### src/rtl/pattern_pkg.sv
// Shared definitions for the pattern generator: FSM state codes, Control modes,
// checkerboard cell-size selects and the parity helper.
package pattern_pkg;

  typedef enum logic [1:0] {
    IDLE       = 2'd0,
    WAIT_FRAME = 2'd1,
    WAIT_LINE  = 2'd2,
    ACTIVE     = 2'd3
  } state_e;

  typedef enum logic [1:0] {
    MODE_SOLID   = 2'd0,
    MODE_HBARS   = 2'd1,
    MODE_VBARS   = 2'd2,
    MODE_CHECKER = 2'd3
  } mode_e;

  localparam logic [1:0] CELL_1PX = 2'd0;
  localparam logic [1:0] CELL_2PX = 2'd1;
  localparam logic [1:0] CELL_4PX = 2'd2;
  localparam logic [1:0] CELL_8PX = 2'd3;

  // Checkerboard parity: bit X of column XOR bit X of row (cell = 2^X pixels).
  function automatic logic cb_parity(input logic [31:0] c, input logic [31:0] r,
                                     input logic [1:0] x);
    logic [31:0] cs;
    logic [31:0] rs;
    cs = c >> x;
    rs = r >> x;
    return cs[0] ^ rs[0];
  endfunction

endpackage

### src/rtl/pattern_timing_gen_pos_counter.sv
// Parameterised wrap counter (0..MAX) with clear, enable and terminal count.
// Also exposes its next value so the parent can align derived flags with it.
module pos_counter #(
  parameter int W   = 10,
  parameter int MAX = 639
) (
  input  logic         clk,
  input  logic         rst,
  input  logic         clr_i,
  input  logic         en_i,
  output logic [W-1:0] cnt_o,
  output logic [W-1:0] nxt_o,
  output logic         tc_o
);

  localparam logic [W-1:0] MAX_V = W'(MAX);

  logic [W-1:0] cnt_q;
  logic [W-1:0] cnt_d;

  always_comb begin
    cnt_d = cnt_q;
    if (clr_i) begin
      cnt_d = '0;
    end else if (en_i) begin
      cnt_d = (cnt_q == MAX_V) ? '0 : cnt_q + W'(1);
    end
  end

  always_ff @(posedge clk) begin
    if (rst) begin
      cnt_q <= '0;
    end else begin
      cnt_q <= cnt_d;
    end
  end

  assign cnt_o = cnt_q;
  assign nxt_o = cnt_d;
  assign tc_o  = (cnt_q == MAX_V);

endmodule

### src/rtl/pattern_timing_gen.sv
// Line/frame timing beside the pattern Control FSM: pixel position, line/frame
// end pulses, checkerboard parity and a sticky protocol-violation flag.
module pattern_timing_gen
  import pattern_pkg::*;
#(
  parameter int LINE_LEN    = 640,
  parameter int FRAME_LINES = 480,
  parameter int COL_W       = 10,
  parameter int ROW_W       = 9
) (
  input  logic             clk,
  input  logic             rst_n,
  input  logic             sync,
  input  logic             f_sync,
  input  logic             cnt_enb,
  input  logic [1:0]       X,
  output logic [COL_W-1:0] col,
  output logic [ROW_W-1:0] row,
  output logic             active,
  output logic             newLine,
  output logic             endLine,
  output logic             endFrame,
  output logic             cb_phase,
  output logic             sync_err
);

  localparam logic [COL_W-1:0] COL_PRE_LAST = COL_W'(LINE_LEN - 2);

  state_e state_q, state_d;

  logic [COL_W-1:0] col_q, col_nxt;
  logic [ROW_W-1:0] row_q, row_nxt;
  logic             col_tc, row_tc;
  logic             col_clr, col_en, row_clr, row_en;

  logic active_q, active_d;
  logic new_line_q, new_line_d;
  logic end_line_q, end_line_d;
  logic end_frame_q, end_frame_d;
  logic cb_q, cb_d;
  logic err_q, err_d;
  logic pix_new;

  pos_counter #(.W(COL_W), .MAX(LINE_LEN - 1)) u_col (
    .clk   (clk),
    .rst   (rst_n),
    .clr_i (col_clr),
    .en_i  (col_en),
    .cnt_o (col_q),
    .nxt_o (col_nxt),
    .tc_o  (col_tc)
  );

  // Row wraps to 0 on its own after the last line of the frame.
  pos_counter #(.W(ROW_W), .MAX(FRAME_LINES - 1)) u_row (
    .clk   (clk),
    .rst   (rst_n),
    .clr_i (row_clr),
    .en_i  (row_en),
    .cnt_o (row_q),
    .nxt_o (row_nxt),
    .tc_o  (row_tc)
  );

  always_comb begin
    state_d     = state_q;
    col_clr     = 1'b0;
    col_en      = 1'b0;
    row_clr     = 1'b0;
    row_en      = 1'b0;
    active_d    = active_q;
    new_line_d  = 1'b0;
    end_line_d  = 1'b0;
    end_frame_d = 1'b0;
    err_d       = err_q;
    pix_new     = 1'b0;

    unique case (state_q)
      IDLE: begin
        if (cnt_enb) state_d = WAIT_FRAME;
      end

      WAIT_FRAME: begin
        if (f_sync) begin
          row_clr = 1'b1;
          col_clr = 1'b1;
          state_d = WAIT_LINE;
          if (sync) begin
            active_d   = 1'b1;
            new_line_d = 1'b1;
            pix_new    = 1'b1;
            state_d    = ACTIVE;
          end
        end
      end

      WAIT_LINE: begin
        if (f_sync) begin
          row_clr  = 1'b1;
          col_clr  = 1'b1;
          active_d = 1'b0;
          if (row_q != '0) err_d = 1'b1;
        end
        if (sync) begin
          col_clr    = 1'b1;
          active_d   = 1'b1;
          new_line_d = 1'b1;
          pix_new    = 1'b1;
          state_d    = ACTIVE;
        end
      end

      ACTIVE: begin
        if (f_sync) begin
          // Frame restart wins; a coincident sync then opens row 0 at once.
          row_clr  = 1'b1;
          col_clr  = 1'b1;
          err_d    = 1'b1;
          active_d = 1'b0;
          state_d  = WAIT_LINE;
          if (sync) begin
            active_d   = 1'b1;
            new_line_d = 1'b1;
            pix_new    = 1'b1;
            state_d    = ACTIVE;
          end
        end else if (sync) begin
          col_clr    = 1'b1;
          new_line_d = 1'b1;
          err_d      = 1'b1;
          pix_new    = 1'b1;
        end else if (cnt_enb) begin
          col_en = 1'b1;
          if (col_tc) begin
            active_d = 1'b0;
            row_en   = 1'b1;
            state_d  = row_tc ? WAIT_FRAME : WAIT_LINE;
          end else begin
            pix_new     = 1'b1;
            end_line_d  = (col_q == COL_PRE_LAST);
            end_frame_d = (col_q == COL_PRE_LAST) && row_tc;
          end
        end
      end
    endcase

    // Parity follows the next pixel; during a stall it holds with col/row.
    if (!active_d) begin
      cb_d = 1'b0;
    end else if (pix_new) begin
      cb_d = cb_parity(32'(col_nxt), 32'(row_nxt), X);
    end else begin
      cb_d = cb_q;
    end
  end

  always_ff @(posedge clk) begin
    if (rst_n) begin
      state_q     <= IDLE;
      active_q    <= 1'b0;
      new_line_q  <= 1'b0;
      end_line_q  <= 1'b0;
      end_frame_q <= 1'b0;
      cb_q        <= 1'b0;
      err_q       <= 1'b0;
    end else begin
      state_q     <= state_d;
      active_q    <= active_d;
      new_line_q  <= new_line_d;
      end_line_q  <= end_line_d;
      end_frame_q <= end_frame_d;
      cb_q        <= cb_d;
      err_q       <= err_d;
    end
  end

  assign col      = col_q;
  assign row      = row_q;
  assign active   = active_q;
  assign newLine  = new_line_q;
  assign endLine  = end_line_q;
  assign endFrame = end_frame_q;
  assign cb_phase = cb_q;
  assign sync_err = err_q;

endmodule

### config.mk
export PLATFORM = sky130hd
export DESIGN_NAME = pattern_timing_gen
export DESIGN_NICKNAME = d
export VERILOG_FILES = /design/src/rtl/pattern_pkg.sv /design/src/rtl/pattern_timing_gen_pos_counter.sv /design/src/rtl/pattern_timing_gen.sv
export SDC_FILE = /design/constraint.sdc
export NUM_CORES = 1
export LEC_CHECK = 0
export CORE_ASPECT_RATIO = 0.75
export CORE_MARGIN = 2
export CORE_UTILIZATION = 45
export CTS_BUF_LIST = sky130_fd_sc_hd__clkbuf_8
export CTS_CLUSTER_DIAMETER = 100
export DETAILED_ROUTE_END_ITERATION = 8
export HOLD_SLACK_MARGIN = 0.06
export PLACE_DENSITY = 0.74
export SYNTH_ARGS = -nofsm -noshare
export SYNTH_HDL_FRONTEND = slang
export SYNTH_SLANG_ARGS = --single-unit
### constraint.sdc
create_clock -name clk -period 2.5 [get_ports clk]
set_clock_uncertainty 0.15 [all_clocks]
set_input_delay 0.375 -clock clk [delete_from_list [all_inputs] [get_ports clk]]
set_output_delay 0.375 -clock clk [all_outputs]
set_load 0.005 [all_outputs]
Word level (Yosys, flattened, before mapping)
Index checks and enable logic that the tools add are counted.
W data, S select, Z words.
{"block": "totals", "reg_bits": 27, "output_inout_bits": 25, "input_bits": 7, "elab_cells": 94}
{"block": "classes", "n_addsub": 2, "reduce_logical": 10, "bitwise": 4, "shifts": 2, "mux": 52, "eq_ne": 15}
{"cell": "$mux W1", "count": 32}
{"cell": "$mux W10", "count": 3}
{"cell": "$mux W9", "count": 3}
{"cell": "$eq A10 B10 Y1 const B", "count": 2}
{"cell": "$mux W2", "count": 8}
{"cell": "$ne A3 B3 Y1 const B", "count": 4}
{"cell": "$add A10 B1 Y10 const B", "count": 1}
{"cell": "$ne A2 B2 Y1 const B", "count": 5}
{"cell": "$shr A10 B2 Y1", "count": 1}
{"cell": "$add A9 B1 Y9 const B", "count": 1}
{"cell": "$eq A9 B9 Y1 const B", "count": 1}
{"cell": "$pmux W1 S3", "count": 3}
{"cell": "$reduce_bool A9 Y1", "count": 1}
{"cell": "$shr A9 B2 Y1", "count": 1}
{"cell": "$pmux W2 S4", "count": 1}
{"cell": "$reduce_and A6 Y1", "count": 1}
{"cell": "$reduce_or A6 Y1", "count": 1}
{"cell": "$eq A2 B2 Y1 const B", "count": 2}
{"cell": "$pmux W1 S2", "count": 2}
{"cell": "$reduce_and A4 Y1", "count": 1}
{"cell": "$reduce_or A2 Y1", "count": 2}
{"cell": "$not A1 Y1", "count": 3}
{"cell": "$reduce_or A3 Y1", "count": 1}
{"cell": "$eq A2 B1 Y1 const B", "count": 1}
{"cell": "4 further kinds", "count": 4}

Depth between registers and ports, before layout
{"block": "logic_depth", "depth_word": 10, "depth_mapped": 8, "mapped_depth_nobuf": 7}

Modules after synthesis
A second synthesis with hierarchy kept.
{"block": "unflattened", "hier_cells": 196, "hier_area_um2": 1667.8}
{"module": "pos_counter at u_col", "cells_per_inst": 75, "seq_area_each_um2": 200.2, "area_per_inst_um2": 665.6, "instances": 1}
{"module": "pattern_timing_gen", "cells_per_inst": 63, "seq_area_each_um2": 160.2, "area_per_inst_um2": 529.3, "instances": 1}
{"module": "pos_counter at u_row", "cells_per_inst": 58, "seq_area_each_um2": 180.2, "area_per_inst_um2": 473.0, "instances": 1}

Least setup slack after synthesis
OpenSTA, ideal clock, no wires.
{"block": "synth_path", "kind": "register -> register", "from": "register u_col.cnt_q[0] (netlist: u_col.cnt_o[0])", "to": "register cb_q (netlist: cb_phase)", "arrival_time_ns": 2.355, "stages_incl_launch_ff": 8, "setup_ns": 0.062, "synth_period_minus_slack_ns": 2.567, "t_required_ns": 2.288, "path_buffers": 0, "setup_slack_ns": -0.067, "path_cell_list": "dfxtp_1 ha_1 nand2_1 nor4_2 mux2i_1 o211ai_1 or4b_1 nand3_1"}
{"block": "synth_via", "elab_chain_cells": 10, "word_cells_on_any_way": 27, "classes_between": "1 x add/sub; 1 x eq/ne; 2 x shift; 20 x mux; 2 x bitwise; 1 x reduce/logical"}
{"item": "start: declaration", "line_no": "pattern_timing_gen_pos_counter.sv:18", "source": "logic [W-1:0] cnt_q;"}
{"item": "start signal: assignment", "line_no": "pattern_timing_gen_pos_counter.sv:34", "source": "cnt_q <= cnt_d;"}
{"item": "$eq A10 B10 Y1", "line_no": "pattern_timing_gen_pos_counter.sv:26, pattern_timing_gen_pos_counter.sv:40"}
{"item": "$mux W1", "line_no": "pattern_timing_gen.sv:134", "source": "if (col_tc) begin"}
{"item": "$mux W1", "line_no": "pattern_timing_gen.sv:132", "source": "end else if (cnt_enb) begin"}
{"item": "$mux W1", "line_no": "pattern_timing_gen.sv:127", "source": "end else if (sync) begin"}
{"item": "$mux W1", "line_no": "pattern_timing_gen.sv:114", "source": "if (f_sync) begin"}
{"item": "$mux W1", "line_no": "pattern_timing_gen.sv:78", "source": "unique case (state_q)"}
{"item": "$mux W9", "line_no": "pattern_timing_gen_pos_counter.sv:25", "source": "end else if (en_i) begin"}
{"item": "$mux W9", "line_no": "pattern_timing_gen_pos_counter.sv:23", "source": "if (clr_i) begin"}
{"item": "$shr A9 B2 Y1", "line_no": "pattern_pkg.sv:30", "source": "rs = r >> x;"}
{"item": "$xor A1 B1 Y1", "line_no": "pattern_pkg.sv:31", "source": "return cs[0] ^ rs[0];"}
{"item": "end signal: assignment", "line_no": "pattern_timing_gen.sv:164", "source": "cb_q <= 1'b0;"}
{"item": "end signal: assignment", "line_no": "pattern_timing_gen.sv:172", "source": "cb_q <= cb_d;"}
{"item": "end: declaration", "line_no": "pattern_timing_gen.sv:40", "source": "logic cb_q, cb_d;"}
Parallel ways exist; a longest one is shown, timed or not.
A chain may end at the register's enable or synchronous reset.

Final worst setup path
{"block": "layout_path", "from": "input port cnt_enb", "to": "register cb_q (netlist: cb_phase)"}
{"block": "layout_via", "elab_chain_cells": 8, "word_cells_on_any_way": 25, "classes_between": "2 x shift; 20 x mux; 2 x bitwise; 1 x reduce/logical"}
{"item": "start: declaration", "line_no": "pattern_timing_gen.sv:15", "source": "input logic cnt_enb,"}
{"item": "$mux W1", "line_no": "pattern_timing_gen.sv:132"}
{"item": "$mux W1", "line_no": "pattern_timing_gen.sv:127"}
{"item": "$mux W1", "line_no": "pattern_timing_gen.sv:114"}
{"item": "$mux W1", "line_no": "pattern_timing_gen.sv:78"}
{"item": "$mux W10 or $mux W9 (tied branches)", "line_no": "pattern_timing_gen_pos_counter.sv:25"}
{"item": "$mux W10 or $mux W9 (tied branches)", "line_no": "pattern_timing_gen_pos_counter.sv:23"}
{"item": "$shr A10 B2 Y1 or $shr A9 B2 Y1 (tied branches)", "line_no": "pattern_pkg.sv:29, pattern_pkg.sv:30"}
{"item": "$xor A1 B1 Y1", "line_no": "pattern_pkg.sv:31"}
Parallel ways exist; a longest one is shown, timed or not.

==> results.md <==
- Leading post-synthesis cells by cell area: dfxtp_1 (33%), nor2_1 (6.6%), xor2_1 (4.3%)
- Layout fillers: 283
- Most frequent cells in the layout: buf_4 (35), nor2_1 (29), clkdlybuf4s50_1 (29), dfxtp_1 (26), nand2_1 (16)
- Residual DRC count: 0
- Placed insts: 308
- Synth Register Bits: 27
- Routed len/inst: 14.3 um
- # IOs: 32
- CTS clock-pin slew for the worst setup and hold paths: 100 ps
- Area Growth Syn to Fin: 41.2%
- Final wirelength: 4500 um
- RSZ-0062 raised after global routing: false
- Maximum VDD drop: 0.000295 V
- Post-Layout Cell Count: 315
- Fmax achieved: 414 MHz
- Via count: 1751
- Syn avg cell area: 8.06 sq um
- Final Hold Viols: 0
- Synth Instances: 204
- Clk Latency, worst-skew pair: 290 ps
- P per Cell Area: 356 nW/um^2
- Setup tns final: 0 ps
- Tmin final: 2420 ps
- Pleak: 0.876 nW
- DIE HEIGHT: 56.3 um
- Yosys top cell by area: dfxtp_1
- Netlist Area Pre-Place: 1640 sq um
- Vias in the first global route: 1501
- CTS tree: built
- Count of cell types in the netlist: 46
- Num CTS Buffers: 3
- I/O Buffers: 31
- Seq/Total Area, Yosys: 32.9%
- Tcrit/Tclk final: 96.6%
- Die width: 73.8 um
- Status: complete, no violations
- Post-route antenna net violation count: 0
- Synth warnings: 0
- Clock Path Buffers: 2
- Root buffer cell: clkbuf_8
- First-pass GRT wire length: 7510 um
- Grt total ovfl: 0
- Post-DP HPWL: 3370 um
- Final Wtd Congestion: 0.896
- Max-Cap Viols: 0
- Number of flops mapped to enable cells by yosys: 0
- Antenna violations before repair: 0
- Final worst slack: 84.4 ps
- Core Area: 3400 sq um
- Kind of critical path: input port to register
- Final setup fails: 0
- Post-synth ARST share: 0%
- CP max FO: 5
- Worst hold path class: register to register
- Largest net degree at the start of global routing: 17
- Critical path data arrival time: 2500 ps
- CTS H-tree lvls: 1
- Commonest non-fill, non-tap cell in the layout: buf_4
- Post-synth top area share: 32.9%
- Initial Utilization: 48.3%
- Clock sink count: 27
- Vias per cell: 5.56
- Worst Setup End Kind: register
- Minimum setup slack after placement: -325 ps
- Drt initial violations: 124
- Total Power: 0.827 mW
- # rows: 18
- Layout cells sized above 1: 18.9%
- Synth Net Count: 215
- Most used DFF post-synth: dfxtp_1
- Worst R2R Setup Slack: 160 ps
- Ant. Diodes: 0
- Worst slew pin tran: 339 ps
- WP data required: 2590 ps
- Max-slew violation count: 0
- Worst slew margin: 77.2%
- Die area: 4160 sq um
- Nets: 277
- Worst setup SP type: input port
- First-pass iteration count of the detailed router: 4
- Total Routing Usage GR: 22.8%
==> metal layers <==
layer | vias up | share of wire (%) | global-route usage, %
met5 | - | 0 | 0
met4 | 0 | 1.3 | 4.94
met3 | 6 | 5.9 | 3.77
met2 | 66 | 42 | 30.4
met1 | 817 | 51 | 37.2
li1 | 862 | - | -
==> per-stage QoR <==
stage / utilization [%] / instance area (sq um) / hold slack (ps)
3_3_place_gp: 65.8 / 2240 / 306
3_5_place_dp: 65.8 / 2240 / 314
2_1_floorplan: - / 1660 / 311
6_report: 68.2 / 2320 / 329
5_1_grt: 68.2 / 2320 / 379
4_1_cts: 67.2 / 2290 / 338
==> cells in the mapped netlist (2+ instances only) <==
library cell and instances:
nand4_1 3, o21ai_0 5, nor2_1 29, nor3_1 7
a31oi_1 5, and4b_1 3, or4_1 2, nand4b_1 4
clkbuf_1 7, nand2b_1 4, nor4_1 2, inv_1 5
nor4_2 2, buf_2 2, nor2b_1 3, mux2i_1 2
or3_1 5, o211ai_1 5, dfxtp_1 27, a21oi_1 10
nand3_1 12, o41ai_1 2, nand2_1 16, and3_1 3
xnor2_1 7, nand3b_1 2, xor2_1 8, ha_1 4
==> sequential cells by signal, indices dropped and copies added (netlist names) <==
register and cells:
u_row.cnt_o 9, endFrame 1, state_q 2, active 1
cb_phase 1, u_col.cnt_o 10, newLine 1, endLine 1
sync_err 1
==> cell families (layout without fill, tap and decap cells) <==
logic type      Yosys count  after routing  share of synthesized area (%)
xor+xnor                 15             15                           7.99
flops                    27             27                           32.9
mux                       3              3                           1.90
buf+inv                  15             76                           3.58
fa+ha+maj                 4              4                           3.04
simple gates            104            104                           36.3
compound gates           36             36                           14.3
==> final timing paths <==
path             startpoint       end  cells past startpoint
max reg2reg  u_col.cnt_o[4]  cb_phase                      7
min                sync_err  sync_err                      2
min reg2reg        sync_err  sync_err                      2
max                 cnt_enb  cb_phase                      8
==> repair_timing <==
| action | in CTS | in global routing |
|---|---|---|
| hold buffers | 0 | 0 |
| gates resized for setup | 0 | 4 |
| pin swaps | 1 | 4 |
| setup buffers | 0 | 3 |
| endpoints found under the setup margin | 1 | 2 |
==> worst max-delay path: stages <==
cell,delay [ps]
clkdlybuf4s50_1,500
nand2_1,80
buf_4,160
nor4_4,340
mux2i_1,290
o211ai_1,150
or4b_1,530
nand3_1,90
==> power breakdown <==
group / switching (mW) / internal (mW)
Combinational: 0.0631 / 0.0576
Clock: 0.150 / 0.114
Sequential: 0.00544 / 0.437
==> area by class of cell <==
class | instances | area (sq um) | share of cell area (%)
clock buffer | 3 | 41.3 | 1.78
clock inverter | 1 | 7.51 | 0.323
inverter | 5 | 18.8 | 0.809
multi-input combinational | 162 | 1060 | 45.7
sequential | 27 | 542 | 23.3
tap | 50 | 62.6 | 2.70
timing repair buffer | 67 | 589 | 25.4
(Power assumes the default switching activity.)
